===== src/rtl/cr_sysio_mtime_gen_pkg.sv =====
// Shared widths and types for the sysio machine-time generator.
//   MTIME_W     : width of the machine time value
//   BUS_W       : width of the software write bus
//   SYNC_STAGES : flops in the reference-tick synchroniser chain
package cr_sysio_mtime_gen_pkg;

    localparam int MTIME_W     = 64;
    localparam int BUS_W       = 32;
    localparam int SYNC_STAGES = 3;

    typedef logic [MTIME_W-1:0] mtime_t;
    typedef logic [BUS_W-1:0]   bus_t;

endpackage


===== src/rtl/cr_sysio_tick_sync.sv =====
// Synchroniser plus rising-edge detector for an asynchronous pad strobe.
//   forever_cpuclk : core clock
//   cpurst         : synchronous active-high reset
//   async_in       : asynchronous input level
//   rise_out       : one-cycle pulse, high while the synchronised level has
//                    just gone from 0 to 1
module cr_sysio_tick_sync
    import cr_sysio_mtime_gen_pkg::*;
(
    input  logic forever_cpuclk,
    input  logic cpurst,
    input  logic async_in,
    output logic rise_out
);

    // sync_q[0] is the metastability-catching flop; edge detect uses the
    // two later stages so only settled values are compared.
    logic [SYNC_STAGES-1:0] sync_q;

    always_ff @(posedge forever_cpuclk) begin
        if (cpurst) begin
            sync_q <= '0;
        end else begin
            sync_q <= {sync_q[SYNC_STAGES-2:0], async_in};
        end
    end

    assign rise_out = sync_q[1] & ~sync_q[2];

endmodule


===== src/rtl/cr_sysio_mtime_gen.sv =====
// Machine time (mtime) generator feeding the CLINT.
// Counts qualified rising edges of an asynchronous reference tick, divides
// them by DIV_RATIO and increments a 64-bit time value. Software loads the
// value with a staged low word followed by a committing high word.
//   forever_cpuclk      : core clock (only clock)
//   cpurst              : synchronous active-high reset
//   pad_sysio_ref_tick  : asynchronous reference tick
//   sysio_mtime_en      : count enable
//   had_sysio_dbg_halt  : debug halt, freezes counting
//   sysio_mtime_wr_lo   : stage wdata as the low word
//   sysio_mtime_wr_hi   : commit {wdata, staged low} to mtime
//   sysio_mtime_wdata   : write data
//   sysio_clint_mtime   : current mtime (registered)
//   sysio_mtime_tick    : one-cycle pulse after each increment
module cr_sysio_mtime_gen
    import cr_sysio_mtime_gen_pkg::*;
#(
    parameter int DIV_RATIO = 1,
    parameter int CNT_W     = 8
)
(
    input  logic               forever_cpuclk,
    input  logic               cpurst,
    input  logic               pad_sysio_ref_tick,
    input  logic               sysio_mtime_en,
    input  logic               had_sysio_dbg_halt,
    input  logic               sysio_mtime_wr_lo,
    input  logic               sysio_mtime_wr_hi,
    input  logic [BUS_W-1:0]   sysio_mtime_wdata,
    output logic [MTIME_W-1:0] sysio_clint_mtime,
    output logic               sysio_mtime_tick
);

    localparam logic [CNT_W-1:0] CNT_TC = CNT_W'(DIV_RATIO - 1);

    logic       ref_rise;
    logic       cnt_vld;
    logic       cnt_last;
    logic [CNT_W-1:0] cnt;
    bus_t       staged_lo;
    mtime_t     mtime;
    logic       tick_q;

    cr_sysio_tick_sync u_tick_sync (
        .forever_cpuclk (forever_cpuclk),
        .cpurst         (cpurst),
        .async_in       (pad_sysio_ref_tick),
        .rise_out       (ref_rise)
    );

    // Unqualified rises are simply dropped; nothing remembers them.
    assign cnt_vld  = ref_rise & sysio_mtime_en & ~had_sysio_dbg_halt;
    assign cnt_last = (cnt == CNT_TC);

    always_ff @(posedge forever_cpuclk) begin
        if (cpurst) begin
            mtime     <= '0;
            staged_lo <= '0;
            cnt       <= '0;
            tick_q    <= 1'b0;
        end else begin
            tick_q <= 1'b0;
            if (sysio_mtime_wr_lo) begin
                staged_lo <= sysio_mtime_wdata;
            end
            // A high-word commit overrides any increment due this cycle and
            // restarts the prescaler. A simultaneous low write is forwarded
            // so both halves take the same data.
            if (sysio_mtime_wr_hi) begin
                mtime <= {sysio_mtime_wdata,
                          sysio_mtime_wr_lo ? sysio_mtime_wdata : staged_lo};
                cnt   <= '0;
            end else if (cnt_vld) begin
                if (cnt_last) begin
                    cnt    <= '0;
                    mtime  <= mtime + MTIME_W'(1);
                    tick_q <= 1'b1;
                end else begin
                    cnt <= cnt + CNT_W'(1);
                end
            end
        end
    end

    assign sysio_clint_mtime = mtime;
    assign sysio_mtime_tick  = tick_q;

endmodule


===== config.mk =====
export PLATFORM = sky130hd
export DESIGN_NAME = cr_sysio_mtime_gen
export DESIGN_NICKNAME = d
export VERILOG_FILES = /design/src/rtl/cr_sysio_mtime_gen_pkg.sv /design/src/rtl/cr_sysio_tick_sync.sv /design/src/rtl/cr_sysio_mtime_gen.sv
export SDC_FILE = /design/constraint.sdc
export NUM_CORES = 1
export LEC_CHECK = 0
export BUFFER_PORTS_ARGS = -buffer_cell sky130_fd_sc_hd__buf_2
export CAP_MARGIN = 10
export CORE_MARGIN = 5
export CORE_UTILIZATION = 30
export CTS_BUF_LIST = sky130_fd_sc_hd__clkbuf_2
export DETAILED_ROUTE_END_ITERATION = 8
export MAX_ROUTING_LAYER = met4
export PLACE_DENSITY = 0.49
export SYNTH_ARGS = -nofsm -noshare
export SYNTH_HDL_FRONTEND = slang
export SYNTH_SLANG_ARGS = --single-unit

===== constraint.sdc =====
create_clock -name forever_cpuclk -period 6.4 [get_ports forever_cpuclk]
set_clock_uncertainty 0.2 [all_clocks]
set_input_delay 0.32 -clock forever_cpuclk [delete_from_list [all_inputs] [get_ports forever_cpuclk]]
set_output_delay 0.32 -clock forever_cpuclk [all_outputs]
set_load 0.03 [all_outputs]

==> metrics.cfg <==
[timing]
fin_crit_sh_pct=57.2
timing.setup.tns_ns=0
relSlewSlack_pct=18.1
max_freq_ghz=0.273
hold_viol_final=0
fin_crit_ns=3.66
worst_pin_slew_ns=1.22
grt_setup_unrepaired=no
drv_slew=0
setup_viol=0

[yosys]
synth_top_area_share_pct=38.6
syn_area_per_cell_um2=8.25
synth_cell_type_count=57
mappedNetlistNets=720
ys.flop_type=dfxtp_1
synth.cell_area_um2=5600
synth_area_leader_cell=dfxtp_1
ys_async_sr_fraction_pct=0
ys_ff_latch=108
ys_top_cells_by_area=dfxtp_1 39%, mux2i_1 6.1%, nand4_1 6.0%, nor2_1 5.7%, nand2_1 4.5%
seq_area_frac_synth_pct=38.6
yosys_warnings=0
syn_inst=678
synth_edf_count=0

[placement]
port_buffers=103
dp_cells=982
gp_congestion=0.940
dp_hpwl_um=15200

[finish]
final_common_cell=dfxtp_1
area_growth_pct=22.2
final_cell_mix=108 x dfxtp_1, 103 x buf_2, 85 x nor2_1, 67 x nand2_1, 54 x nand4_1
drive_above_1_share_pct=17.0
fillers=1990
regArea_um2=2160
final_nets=844
multiInputGateArea_um2=3210
final_cell_count_no_fill=1042

[global_routing]
grt-ovfl-total=0
grt_max_degree=56
grt_pass1_wl_um=32100
gr-usage-all-layers_pct=19.6
grt_pass1_vias=5553
antenna_found_initial=1

[routing]
wl_um=21000
num_vias=5877
avgViaCountPerCell=5.64
wl_per_cell_um=20.2
drc=0
ant_nets=0
firstDrtPassIters=5
first_iter_violations=492

[worst_setup_path]
slowest_stage=or4_1
crit_family=simple AND/OR/NAND/NOR gates
startpoint_type=flip-flop
crit_type=flip-flop to flip-flop
required_ns=6.85
slowest_delay_ns=0.68
arrival_ns=4.11
critical_path.max_fanout=7
crit_path_end_kind=flip-flop
path_cells=inv_1 > ha_1 > or4b_2 > or4_1 > nor4_1 > nor3_1 > a2111oi_0 > dlygate4sd3_1
path_buf_inv=2

[power]
power_density_nw_per_um2=198
peakVddDrop_uv=118
p_leak_uw=0.00260

[clock_network]
cts_inserted_buffers=9
insertion_delay_ns=0.67
cts.clk_slew.worst_paths_ns=0.32
htreeDepth=3
cts_setup_buffers=0
cts_tree=done
cts_buffer_depth=2
cts_root_buffer=clkbuf_2
cts.sinks=108

[floorplan]
num_rows=50
die_h_um=147
start_util_pct=30.2
core_um2=18500
ios=104
fp.dieW_um=147
dieArea_um2=21500

[hold_path]
hp-class=input port to flip-flop

[run_status]
status=finished clean

[job]
drv_cap=0

## cell families after synthesis
logic type               Yosys count  synth area share (%)
AO/OA/AOI/OAI                    102                  13.3
flip-flops                       108                  38.6
buffers and inverters             57                  4.11
multiplexers                      34                  6.08
XOR/XNOR                          32                  5.01
AND/OR/NAND/NOR                  342                  32.1
adder cells (fa/ha/maj)            3                 0.671
## cell usage after synthesis (6+ instances only)
cell type and n:
o21ai_0 11, or3_1 10, nor4_1 20, xor2_1 18, nor2_1 85, mux2i_1 34
nor3_1 24, o31ai_1 14, nand4_1 54, inv_1 16, and2_1 6, a21oi_1 21
and4_1 10, clkbuf_1 30, or4_1 16, nand3_1 23, a311oi_1 21, xnor2_1 14
buf_1 7, dfxtp_1 108, nand2_1 67
## registers in the layout, indices dropped and copies added, names as in the netlist
| name | flops |
|---|---|
| cnt | 8 |
| u_tick_sync.sync_q | 3 |
| sysio_clint_mtime | 64 |
| sysio_mtime_tick | 1 |
| staged_lo | 32 |
## worst paths after layout
check | from | cells after the start | slack (ns) | to
max | cnt[0]$_SDFFE_PP0P_ | 8 | 2.74 | sysio_clint_mtime[32]$_SDFFE_PP0P_
min | sysio_mtime_en | 4 | 0.12 | cnt[1]$_SDFFE_PP0P_
max reg2reg | cnt[0]$_SDFFE_PP0P_ | 8 | 2.74 | sysio_clint_mtime[32]$_SDFFE_PP0P_
min reg2reg | u_tick_sync.sync_q[0]$_SDFF_PP0_ | 1 | 0.28 | u_tick_sync.sync_q[1]$_SDFF_PP0_
## per-layer routing
layer / routed length (µm) / track usage, %
met5: 0 / -
met1: 9680 / 26.9
met4: 468 / 6.11
met3: 1510 / 3.48
met2: 9380 / 29.3
## area by class of cell
class | count | area share [%]
Antenna cell | 1 | 0.0366
Clock buffer | 12 | 0.878
Clock inverter | 4 | 0.732
Inverter | 17 | 0.933
Multi-Input combinational cell | 513 | 46.9
Sequential cell | 108 | 31.6
Tap cell | 234 | 4.28
Timing Repair Buffer | 153 | 14.6
## power by group
part	internal [µW]	switching, µW	leakage, µW
sequential	716	51.6	0.000892
combinational	91.5	156	0.00164
clock	93.8	242	0.0000682
total	901	450	0.00260
## through the flow
| step | worst slack [ns] | power (µW) | utilization [%] | hold WS, ns | area (µm²) |
|---|---|---|---|---|---|
| 3_3_place_gp | 3.21 | 1000 | 34.0 | 0.227 | 6300 |
| 2_1_floorplan | 3.28 | 914 | - | 0.214 | 5600 |
| 6_report | 2.74 | 1350 | 36.9 | 0.121 | 6840 |
| 4_1_cts | 2.75 | 1370 | 36.9 | 0.0635 | 6840 |
| 3_5_place_dp | 3.06 | 1010 | 34.0 | 0.249 | 6300 |
| 5_1_grt | 2.53 | 1420 | 36.9 | 0.120 | 6840 |
## timing repair
action                                 in CTS  in global routing
gates resized for setup                     0                  0
hold buffers                               43                  0
endpoints found under the hold margin     103                  0
## tightest hold or removal path, stage by stage
cell and delay (ns):
buf_2 0.08, nand4bb_1 0.32, nand2_1 0.17, a21oi_1 0.05
Power figures use the tool's default switching activity.
